$ cat src/rtl/music_beat_ctrl_if.sv
// Control and beat-output bundle between the button/front-panel side and the
// beat sequencer that feeds the tone tables.
interface music_beat_ctrl_if;
   logic        play_pause;
   logic        stop;
   logic        loop;
   logic [1:0]  tempo_sel;
   logic [11:0] ibeat_num;
   logic        en;
   logic        beat_tick;
   logic        done;
   logic        paused;

   modport master (
      output play_pause, stop, loop, tempo_sel,
      input  ibeat_num, en, beat_tick, done, paused
   );

   modport slave (
      input  play_pause, stop, loop, tempo_sel,
      output ibeat_num, en, beat_tick, done, paused
   );
endinterface

$ cat src/rtl/music_beat_ctrl.sv
// Beat sequencer: play/pause/stop FSM with a tempo-selectable beat divider,
// producing the beat index and enable consumed by the tone lookup tables.
module music_beat_ctrl #(
   parameter int unsigned BASE_DIV = 25_000_000,
   parameter int unsigned BEAT_LEN = 64
) (
   input  logic             clk,
   input  logic             rst,
   music_beat_ctrl_if.slave bus
);

   localparam logic [31:0] DIV_NORM  = 32'(BASE_DIV);
   localparam logic [11:0] LAST_BEAT = 12'(BEAT_LEN - 1);

   typedef enum logic [1:0] {
      ST_IDLE  = 2'd0,
      ST_PLAY  = 2'd1,
      ST_PAUSE = 2'd2
   } state_t;

   // Beat period for a tempo code; shifts only, so no multiplier is inferred.
   function automatic logic [31:0] tempo_period(input logic [1:0] sel);
      logic [31:0] per;
      case (sel)
         2'd0:    per = DIV_NORM;
         2'd1:    per = DIV_NORM >> 1;
         2'd2:    per = DIV_NORM << 1;
         2'd3:    per = DIV_NORM >> 2;
         default: per = DIV_NORM;
      endcase
      return per;
   endfunction

   state_t      state_r, state_s;
   logic [31:0] div_cnt_r, div_cnt_s;
   logic [31:0] div_per_r, div_per_s;
   logic [11:0] ibeat_r, ibeat_s;
   logic        en_r, en_s;
   logic        tick_r, tick_s;
   logic        done_r, done_s;
   logic        paused_r, paused_s;
   logic        boundary_s;

   assign boundary_s = (div_cnt_r == (div_per_r - 32'd1));

   // Next-state, divider and beat-index logic; stop beats play_pause beats advance.
   always_comb begin
      state_s   = state_r;
      div_cnt_s = div_cnt_r;
      div_per_s = div_per_r;
      ibeat_s   = ibeat_r;
      tick_s    = 1'b0;
      done_s    = 1'b0;
      case (state_r)
         ST_IDLE: begin
            div_cnt_s = 32'd0;
            ibeat_s   = 12'd0;
            if (bus.play_pause) begin
               state_s   = ST_PLAY;
               div_per_s = tempo_period(bus.tempo_sel);
            end else begin
               state_s = ST_IDLE;
            end
         end
         ST_PLAY: begin
            if (bus.stop) begin
               state_s   = ST_IDLE;
               div_cnt_s = 32'd0;
               ibeat_s   = 12'd0;
            end else if (bus.play_pause) begin
               // Count is held so a pause on the boundary replays the advance on resume.
               state_s = ST_PAUSE;
            end else if (boundary_s) begin
               div_cnt_s = 32'd0;
               div_per_s = tempo_period(bus.tempo_sel);
               if (ibeat_r < LAST_BEAT) begin
                  ibeat_s = ibeat_r + 12'd1;
                  tick_s  = 1'b1;
               end else if (bus.loop) begin
                  ibeat_s = 12'd0;
                  tick_s  = 1'b1;
               end else begin
                  state_s = ST_IDLE;
                  ibeat_s = 12'd0;
                  done_s  = 1'b1;
               end
            end else begin
               div_cnt_s = div_cnt_r + 32'd1;
            end
         end
         ST_PAUSE: begin
            if (bus.stop) begin
               state_s   = ST_IDLE;
               div_cnt_s = 32'd0;
               ibeat_s   = 12'd0;
            end else if (bus.play_pause) begin
               state_s = ST_PLAY;
            end else begin
               state_s = ST_PAUSE;
            end
         end
         default: begin
            state_s   = ST_IDLE;
            div_cnt_s = 32'd0;
            ibeat_s   = 12'd0;
         end
      endcase
      en_s     = (state_s == ST_PLAY);
      paused_s = (state_s == ST_PAUSE);
   end

   // State, divider and registered outputs; rst low clears immediately.
   always_ff @(posedge clk or negedge rst) begin
      if (!rst) begin
         state_r   <= ST_IDLE;
         div_cnt_r <= 32'd0;
         div_per_r <= DIV_NORM;
         ibeat_r   <= 12'd0;
         en_r      <= 1'b0;
         tick_r    <= 1'b0;
         done_r    <= 1'b0;
         paused_r  <= 1'b0;
      end else begin
         state_r   <= state_s;
         div_cnt_r <= div_cnt_s;
         div_per_r <= div_per_s;
         ibeat_r   <= ibeat_s;
         en_r      <= en_s;
         tick_r    <= tick_s;
         done_r    <= done_s;
         paused_r  <= paused_s;
      end
   end

   assign bus.ibeat_num = ibeat_r;
   assign bus.en        = en_r;
   assign bus.beat_tick = tick_r;
   assign bus.done      = done_r;
   assign bus.paused    = paused_r;

   music_beat_ctrl_chk #(
      .LAST_BEAT (LAST_BEAT)
   ) u_chk (
      .clk       (clk),
      .rst       (rst),
      .ibeat_num (ibeat_r),
      .en        (en_r),
      .beat_tick (tick_r),
      .done      (done_r),
      .paused    (paused_r),
      .div_cnt   (div_cnt_r),
      .div_per   (div_per_r)
   );

endmodule

// Invariants of the beat sequencer outputs and divider.
module music_beat_ctrl_chk #(
   parameter logic [11:0] LAST_BEAT = 12'd63
) (
   input logic        clk,
   input logic        rst,
   input logic [11:0] ibeat_num,
   input logic        en,
   input logic        beat_tick,
   input logic        done,
   input logic        paused,
   input logic [31:0] div_cnt,
   input logic [31:0] div_per
);

   a_en_paused_excl : assert property (@(posedge clk) disable iff (!rst)
      !(en && paused));

   a_done_silent : assert property (@(posedge clk) disable iff (!rst)
      done |-> (!en && !beat_tick));

   a_beat_range : assert property (@(posedge clk) disable iff (!rst)
      ibeat_num <= LAST_BEAT);

   a_cnt_below_per : assert property (@(posedge clk) disable iff (!rst)
      div_cnt < div_per);

endmodule

$ cat src/flat_wrapper.sv
// flat-port wrapper written by rule: the top's interface ports become plain ports
module music_beat_ctrl_flat 
#(
   parameter int unsigned BASE_DIV = 25_000_000,
   parameter int unsigned BEAT_LEN = 64
)
  (clk, rst, bus_play_pause, bus_stop, bus_loop, bus_tempo_sel, bus_ibeat_num, bus_en, bus_beat_tick, bus_done, bus_paused);
  music_beat_ctrl_if bus_i ();
  input  logic clk;
  input  logic rst;
  input wire logic [$bits(bus_i.play_pause)-1:0] bus_play_pause;
  input wire logic [$bits(bus_i.stop)-1:0] bus_stop;
  input wire logic [$bits(bus_i.loop)-1:0] bus_loop;
  input wire logic [$bits(bus_i.tempo_sel)-1:0] bus_tempo_sel;
  output wire logic [$bits(bus_i.ibeat_num)-1:0] bus_ibeat_num;
  output wire logic [$bits(bus_i.en)-1:0] bus_en;
  output wire logic [$bits(bus_i.beat_tick)-1:0] bus_beat_tick;
  output wire logic [$bits(bus_i.done)-1:0] bus_done;
  output wire logic [$bits(bus_i.paused)-1:0] bus_paused;
  assign bus_i.play_pause = bus_play_pause;
  assign bus_i.stop = bus_stop;
  assign bus_i.loop = bus_loop;
  assign bus_i.tempo_sel = bus_tempo_sel;
  assign bus_ibeat_num = bus_i.ibeat_num;
  assign bus_en = bus_i.en;
  assign bus_beat_tick = bus_i.beat_tick;
  assign bus_done = bus_i.done;
  assign bus_paused = bus_i.paused;
  music_beat_ctrl #(.BASE_DIV(BASE_DIV), .BEAT_LEN(BEAT_LEN)) u_core (.clk(clk), .rst(rst), .bus(bus_i));
endmodule
$ cat config.mk
export PLATFORM = sky130hd
export DESIGN_NAME = music_beat_ctrl_flat
export DESIGN_NICKNAME = d
export VERILOG_FILES = /design/src/rtl/music_beat_ctrl_if.sv /design/src/rtl/music_beat_ctrl.sv /design/src/flat_wrapper.sv
export SDC_FILE = /design/constraint.sdc
export NUM_CORES = 1
export LEC_CHECK = 0
export CORE_MARGIN = 8
export CORE_UTILIZATION = 40
export CTS_CLUSTER_SIZE = 30
export DETAILED_ROUTE_END_ITERATION = 12
export HOLD_SLACK_MARGIN = 0.03
export PLACE_DENSITY = 0.7
export SYNTH_ARGS = -nofsm -noshare
export SYNTH_HDL_FRONTEND = slang
export SYNTH_HIERARCHICAL = 1
export SYNTH_SLANG_ARGS = --single-unit
$ cat constraint.sdc
create_clock -name clk -period 8.4 [get_ports clk]
set_input_delay 1.68 -clock clk [delete_from_list [all_inputs] [get_ports clk]]
set_output_delay 1.68 -clock clk [all_outputs]
set_load 0.05 [all_outputs]
# After elaboration in Yosys (flattened, before gate mapping)
# Cells that the tools add are included.
# word_totals
ff_bits	82
latchBits	0
mem_bits_rw	0
rom_bits	0
out_inout_bits	16
memories	0
# op_classes
add_sub_neg	3
n_mul	0
n_div	0
magnitude_cmp	1
n_eq_ne	15
shifts	0
mux	38
n_bitwise	0
n_reduce_logical	6
# ops
operator	count
$mux 32	8
$pmux 32 s2	2
$pmux 32 s4	1
$mux 12	5
$add 32x1->32 const B	1
$eq 32x32->1	1
$sub 32x1->32 const B	1
$pmux 12 s2	1
$mux 2	7
$mux 1	13
$add 12x1->12 const B	1
$lt 12x6->1 const B	1
$eq 2x2->1 const B	4
$ne 2x2->1 const B	4
$eq 2x1->1 const B	3
$pmux 2 s3	1
$reduce_and 5->1	1
$logic_not 2->1	2
$ne 3x2->1 const B	1
$ne 3x3->1 const B	1
$reduce_and 3->1	1
$ne 2x1->1 const B	1
$reduce_and 2->1	1
$reduce_bool 2->1	1

# Longest topological paths before layout
# Gate-level depths: netlist of the first run.
# logic_depth
ltp_word	7
mapped_depth	10

# Worst setup path before layout of the first run
# Ideal clock, no wire load.
# synth_path
path_type	input -> register
from	input port bus_play_pause
to	register u_core.div_cnt_r[21]
setup_time_ns	0.121
t_arrival_ns	3.495
t_required_ns	8.279
slack_ns	4.783
path_stages	8
path_buffers	2
cell_sequence	clkbuf_1 -> nor4bb_1 -> nor4_1 -> and3_1 -> clkbuf_1 -> and3_1 -> xnor2_1 -> nor2_1
# synth_between
elab_chain_cells	2
# synth_lines
item	line	rtl
start, declared	flat_wrapper.sv:11	input wire logic [$bits(bus_i.play_pause)-1:0] bus_play_pause;
$ne 3x3->1 (no line)	-	
$reduce_and 2->1 (no line)	-	
end signal, assigned	music_beat_ctrl.sv:125	div_cnt_r <= div_cnt_s;
end, declared	music_beat_ctrl.sv:35	logic [31:0] div_cnt_r, div_cnt_s;
# Every way passes these cells.
# A chain may end at the register's enable or synchronous reset.

# Worst setup path after layout of the first run
# layout_path
from	input port bus_play_pause
to	register u_core.div_cnt_r[30]
# The elaborated chain is that of the path after synthesis.

==> metrics.csv, run 1 <==
stage,metric,value,unit
detailed_routing,route.top_layer_used,met4,
clocking,clockBufferDepth,2,
detailed_routing,wire_per_inst,14.8,um
min_path,hold_class,reg2reg,
layout,syn_to_final_growth,13.7,%
setup_path,crit_buf_inv,1,
clocking,hold_buffers,0,
timing,tns,0,ns
timing,fin_skew,0.0129,ns
logic_synthesis,synth.most_common_cell,dfrtp_1,
logic_synthesis,yosysWarnings,6,
setup_path,end_kind,flip-flop,
detailed_routing,wl_met3,283,um
pwr,power.leakage,0.00162,uW
grt,antenna_found_initial,0,
layout,antennaDiodeCount,0,
detailed_routing,drtIter0Drc,118,
detailed_routing,drc,0,
layout,final_nets,392,
logic_synthesis,synth_area,3440,sq um
layout,post-route-util,45.9,%
setup_path,critPathRequiredTime,8.61,ns
setup_path,start_kind,input pin,
logic_synthesis,syn-instance-count,356,
logic_synthesis,synth_xor_xnor_area_share,9.17,%
clocking,tritoncts,built,
outcome,outcome,completed,
logic_synthesis,synthMuxAreaShare,4.26,%
logic_synthesis,synth_edf_count,0,
clocking,clock_latency,0.33,ns
timing,drv_slew,0,
detailed_routing,via_per_inst,5.33,
setup_path,crit_type,in2reg,
setup_path,critPathTopFamily,simple AND/OR/NAND/NOR gates,
timing,period_needed,3.84,ns
floorplanning,floorplan.rows,34,
clocking,cts_buffers,9,
detailed_routing,wl_met2,3.48,mm
setup_path,slowest_stage,nor4_2,
timing,period_share,45.7,%
logic_synthesis,synthSimpleGateAreaFrac,24.3,%
layout,drive_above_1_share,9.74,%
pwr,ir_drop,0.0000789,V
timing,worst_pin_slew,0.897,ns
timing,maxClockFrequency,0.260,GHz
timing,setup_viol,0,
detailed_routing,via_count,2599,
setup_path,crit_arrival,4.05,ns
grt,grt_pass1_wl,12.4,mm
logic_synthesis,synthFlopType,dfrtp_1,
floorplanning,die_area,11800,sq um
clocking,cts_root_buf,clkbuf_8,
clocking,postCtsSetupBuffers,0,
logic_synthesis,synthAdderAreaFrac,3.64,%
floorplanning,core_area,8510,sq um
job,max-cap-violations,0,
detailed_routing,ant_nets,0,
logic_synthesis,synth_top_family_by_area,simple AND/OR/NAND/NOR gates,
logic_synthesis,mappedNetlistNets,373,
logic_synthesis,yosysTopAreaCell,dfrtp_1,
timing,hold_violations,0,
logic_synthesis,synth_compound_area_share,9.50,%
logic_synthesis,synth-seq-cells,61,
floorplanning,io-pin-count,23,
detailed_routing,wl_met1,3.41,mm
logic_synthesis,synth_cell_types,55,
clocking,htreeDepth,3,
grt,grt_pass1_vias,2646,
logic_synthesis,synth-seq-area-share,44.6,%
clocking,post_cts_resized,0,
setup_path,critPathMaxFanout,9,
floorplanning,die_h,109,um
clocking,clk_pin_slew_worst_paths,0.06,ns
setup_path,crit_chain,clkdlybuf4s50_1 -> nor4bb_1 -> nor4_2 -> nand3_1 -> nor3_1 -> xnor2_1 -> nor2_1,
floorplanning,start_util,40.4,%
setup_path,cpPeakStageDelay,0.79,ns
floorplanning,fp.dieW,109,um
logic_synthesis,syn-mean-instance-area,9.66,sq um
detailed_routing,wl,7.22,mm
setup_path,rrSetupSlack,4.81,ns
grt,grt_max_degree,62,
placed_design,place_congestion,0.762,
grt,overflow,0,
logic_synthesis,synth_area_leaders,"dfrtp_1 (41%), xnor2_1 (4.6%), xor2_1 (4.6%)",
pwr,power.density,168,nW/um^2
timing,grt_setup_unrepaired,false,
placed_design,hpwl,5.05,mm
logic_synthesis,async_flop_share,100,%
logic_synthesis,yosys.area.top_type_share,40.8,%
clocking,cts.sinks,61,
detailed_routing,drt_pass1_iterations,4,
logic_synthesis,synth_common_cells,"dfrtp_1 (56), nor2_1 (41), nand2_1 (25)",
grt,grt_usage,13.2,%
timing,slew_headroom,39.7,%
placed_design,portBuffers,22,
[final timing paths]
| check | depth (start not counted) | from | end |
|---|---|---|---|
| max | 7 | bus_play_pause | u_core/div_cnt_r[30] |
| min | 2 | u_core/div_per_r[22] | u_core/div_per_r[22] |
| max reg2reg | 9 | u_core/div_per_r[9] | u_core/bus.ibeat_num[7] |
| min reg2reg | 2 | u_core/div_per_r[22] | u_core/div_per_r[22] |
| max in group asynchronous | 2 | rst | u_core/div_per_r[23] |
| min in group asynchronous | 2 | rst | u_core/bus.ibeat_num[4] |
[layer usage]
layer  vias up  track usage (%)
met3         5             3.66
met1      1255             16.0
met2        46             21.9
li1       1293                -
met4         0             4.99
met5         -                0
[flip-flops by register name, summed over array words and instances (netlist names)]
register,count
u_core/bus.paused,1
u_core/state_r,2
u_core/bus.beat_tick,1
u_core/div_cnt_r,32
u_core/bus.en,1
u_core/div_per_r,11
u_core/bus.ibeat_num,12
u_core/bus.done,1
[cell type report]
class                      count  area (sq um)
clock buffer                  14           163
clock inverter                 2          10.0
sequential                    61          1530
timing repair buffer          26           245
fill                         799          4600
multi-input combinational    257          1750
inverter                      20          75.1
tap                          108           135
[worst min-delay path, stage by stage (launching register included)]
cell and delay (ns):
dfstp_2 0.38, inv_1 0.05, mux2i_1 0.06
[cells by family after synthesis]
logic type	Yosys count
flops	61
fa+ha+maj	10
compound gates	45
buf+inv	38
simple gates	154
mux	12
xor+xnor	36
[per-stage QoR]
step / total power [uW] / hold WS (ns) / cell area [sq um] / setup WS (ns) / cells
finish: 658 / 0.496 / 3910 / 4.56 / 488
global placement: 429 / 0.473 / 3740 / 4.27 / 472
CTS: 668 / 0.501 / 3910 / 4.60 / 488
floorplan: 405 / 0.453 / 3440 / 4.78 / 356
global route: 694 / 0.529 / 3910 / 4.38 / 488
detailed placement: 433 / 0.487 / 3740 / 4.23 / 472
[report_power, final]
group | total, uW | internal (uW) | leakage (uW) | switching (uW)
clock network | 231 | 123 | 0.0000905 | 108
logic | 95.3 | 43.4 | 0.000710 | 51.9
registers | 332 | 311 | 0.000820 | 20.8
total | 658 | 478 | 0.00162 | 181
[cell usage in the layout (no fill, tap or decap), types with 6 or more instances in the layout]
cell / instances
ha_1: 10
clkdlybuf4s50_1: 21
nand4_1: 9
nand3_1: 16
nor3_1: 9
nand2_1: 25
inv_1: 20
nor2_1: 41
and3_1: 12
mux2i_1: 6
xnor2_1: 18
o21ai_0: 7
xor2_1: 18
o31ai_1: 7
clkbuf_8: 11
dfrtp_1: 56
No activity file was read; power rests on OpenSTA's default activity.
==> run 2, diff against run 1 <==
- PLACE_DENSITY: 0.7 -> 0.72
- clock period: 8.4 -> 3.2 ns (I/O delays scaled with it)
==> run 2 against run 1 <==
Final area increased by 2.1%. Via count increased by 3.1%. Combinational power increased to 2.7 times the previous value. Core utilization increased by 0.97 points. Power increased to 2.9 times the previous value. Highest routed layer unchanged. Critical endpoint is now u_core/div_per_r[10]. Sequential share of layout area decreased by 0.81 points.
==> metrics.csv, run 2 (synthesized netlist as in run 1, its figures left out) <==
stage,metric,value,unit
clocking,tritoncts,built,
grt,grt_max_degree,26,
job,max-cap-violations,0,
setup_path,crit_arrival,3.30,ns
pwr,switching_share,26.3,%
timing,maxClockFrequency,0.325,GHz
timing,slew_headroom,44.5,%
clocking,hold_buffers,0,
pwr,power.leakage,0.00166,uW
setup_path,critPathMaxFanout,11,
timing,period_needed,3.08,ns
clocking,cts.sinks,61,
timing,drv_slew,0,
placed_design,hpwl,5.32,mm
floorplanning,start_util,40.4,%
detailed_routing,drc,0,
placed_design,place_congestion,0.801,
timing,grt_setup_unrepaired,false,
layout,drive_above_1_share,11.2,%
timing,fin_skew,0.00756,ns
layout,final_common_cell,dfrtp_1,
pwr,internal_power,1400,uW
floorplanning,fp.dieW,109,um
min_path,hold_class,in2async,
timing,final.hold.worst_slack,0.233,ns
detailed_routing,wl,7.49,mm
setup_path,critPathRequiredTime,3.43,ns
layout,antennaDiodeCount,0,
pwr,p_comb_share,13.7,%
layout,largest-register,u_core/div_cnt_r,
grt,grt_pass1_vias,2661,
timing,tns,0,ns
timing,hold_violations,0,
timing,period_share,96.1,%
detailed_routing,drt_pass1_iterations,5,
layout,syn_to_final_growth,16.1,%
setup_path,crit_type,reg2reg,
grt,overflow,0,
detailed_routing,via_count,2680,
grt,antenna_found_initial,0,
setup_path,start_kind,flip-flop,
grt,grt_pass1_wl,12.5,mm
floorplanning,io-pin-count,23,
floorplanning,core_area,8510,sq um
floorplanning,die_h,109,um
clocking,post_cts_resized,0,
clocking,clock_latency,0.34,ns
layout,layout_common_cells,"dfrtp_1 (56), nor2_1 (41), nand2_1 (25), clkdlybuf4s50_1 (21), inv_1 (20)",
timing,setup_viol,0,
layout,largest_reg_flops,32,
pwr,ir_drop,0.000358,V
pwr,p_seq_share,46.0,%
pwr,p_sw,498,uW
placed_design,portBuffers,22,
layout,final_nets,397,
layout,largestRegisters,"u_core/div_cnt_r: 32 flops, u_core/bus.ibeat_num: 12 flops, u_core/div_per_r: 11 flops",
clocking,cts_root_buf,clkbuf_8,
floorplanning,floorplan.rows,34,
timing,worst_pin_slew,0.825,ns
clocking,postCtsSetupBuffers,0,
pwr,p_clk_share,40.2,%
detailed_routing,drtIter0Drc,128,
detailed_routing,ant_nets,0,
pwr,power.density,475,nW/um^2
clocking,clockBufferDepth,2,
floorplanning,die_area,11800,sq um
clocking,htreeDepth,3,
detailed_routing,via_per_inst,5.44,
detailed_routing,wire_per_inst,15.2,um
clocking,cts_buffers,9,
grt,grt_usage,13.4,%
setup_path,end_kind,flip-flop,
layout,n_fill_cell,807,
outcome,outcome,completed,
clocking,clk_pin_slew_worst_paths,0.07,ns
==> run 2: worst paths after layout <==
kind,depth (start not counted),from,slack (ns),endpoint
worst max-delay path,8,u_core/div_per_r[9],0.12,u_core/div_per_r[10]
worst min-delay path,1,rst,0.23,u_core/bus.ibeat_num[6]
worst max register to register,8,u_core/div_per_r[9],0.12,u_core/div_per_r[10]
worst min register to register,2,u_core/div_per_r[16],0.48,u_core/div_per_r[16]
max in group asynchronous,2,rst,2.27,u_core/div_per_r[24]
min in group clk,2,u_core/div_per_r[16],0.48,u_core/div_per_r[16]
==> run 2: worst max-delay path: stages, from the launching register on <==
cell	delay, ns
dfrtp_1	0.48
inv_1	0.10
ha_1	0.24
nor4b_2	0.41
nor4b_1	0.29
o21ai_0	0.12
a2111o_1	0.47
o31a_1	0.48
mux2_4	0.38
==> run 2: area by class of cell <==
cell class / count / area [sq um] / area share (%)
Timing Repair Buffer: 31 / 283 / 7.08
Sequential cell: 61 / 1530 / 38.4
Multi-Input combinational cell: 257 / 1750 / 43.8
Clock inverter: 4 / 72.6 / 1.82
Tap cell: 108 / 135 / 3.39
Inverter: 20 / 75.1 / 1.88
Clock buffer: 12 / 145 / 3.64
==> run 2: power groups by stage <==
stage	clock network (uW)	registers, uW	logic [uW]
2_1_floorplan	0	859	205
3_3_place_gp	0	884	250
3_5_place_dp	0	886	260
4_1_cts	776	872	262
5_1_grt	819	878	282
6_report	762	872	260
==> run 2: metal layers <==
layer,track usage (%),routed length [um]
met1,16.1,3360
met2,22.0,3740
met5,0,0
met3,2.72,267
met4,7.23,130
==> run 2: through the flow <==
stage,area [sq um],util [%],instances,worst slack [ns],power (uW)
floorplan,3440,-,356,0.428,1060
global placement,3770,44.4,477,0.115,1130
detailed placement,3770,44.4,477,0.0669,1150
CTS,3990,46.9,493,0.169,1910
global route,3990,46.9,493,0.0450,1980
finish,3990,46.9,493,0.124,1890
==> run 3, diff against run 2 <==
--- a/config.mk
+++ b/config.mk
@@ -13,2 +13,3 @@
 export PLACE_DENSITY = 0.72
+export SKIP_CTS_REPAIR_TIMING = 1
 export SYNTH_ARGS = -nofsm -noshare
--- a/constraint.sdc
+++ b/constraint.sdc
@@ -3,2 +3,2 @@
 set_output_delay 0.64 -clock clk [all_outputs]
-set_load 0.05 [all_outputs]
+set_load 0.005 [all_outputs]
==> results of run 3 <==
The final DEF is identical to that of run 2. Status: completed.
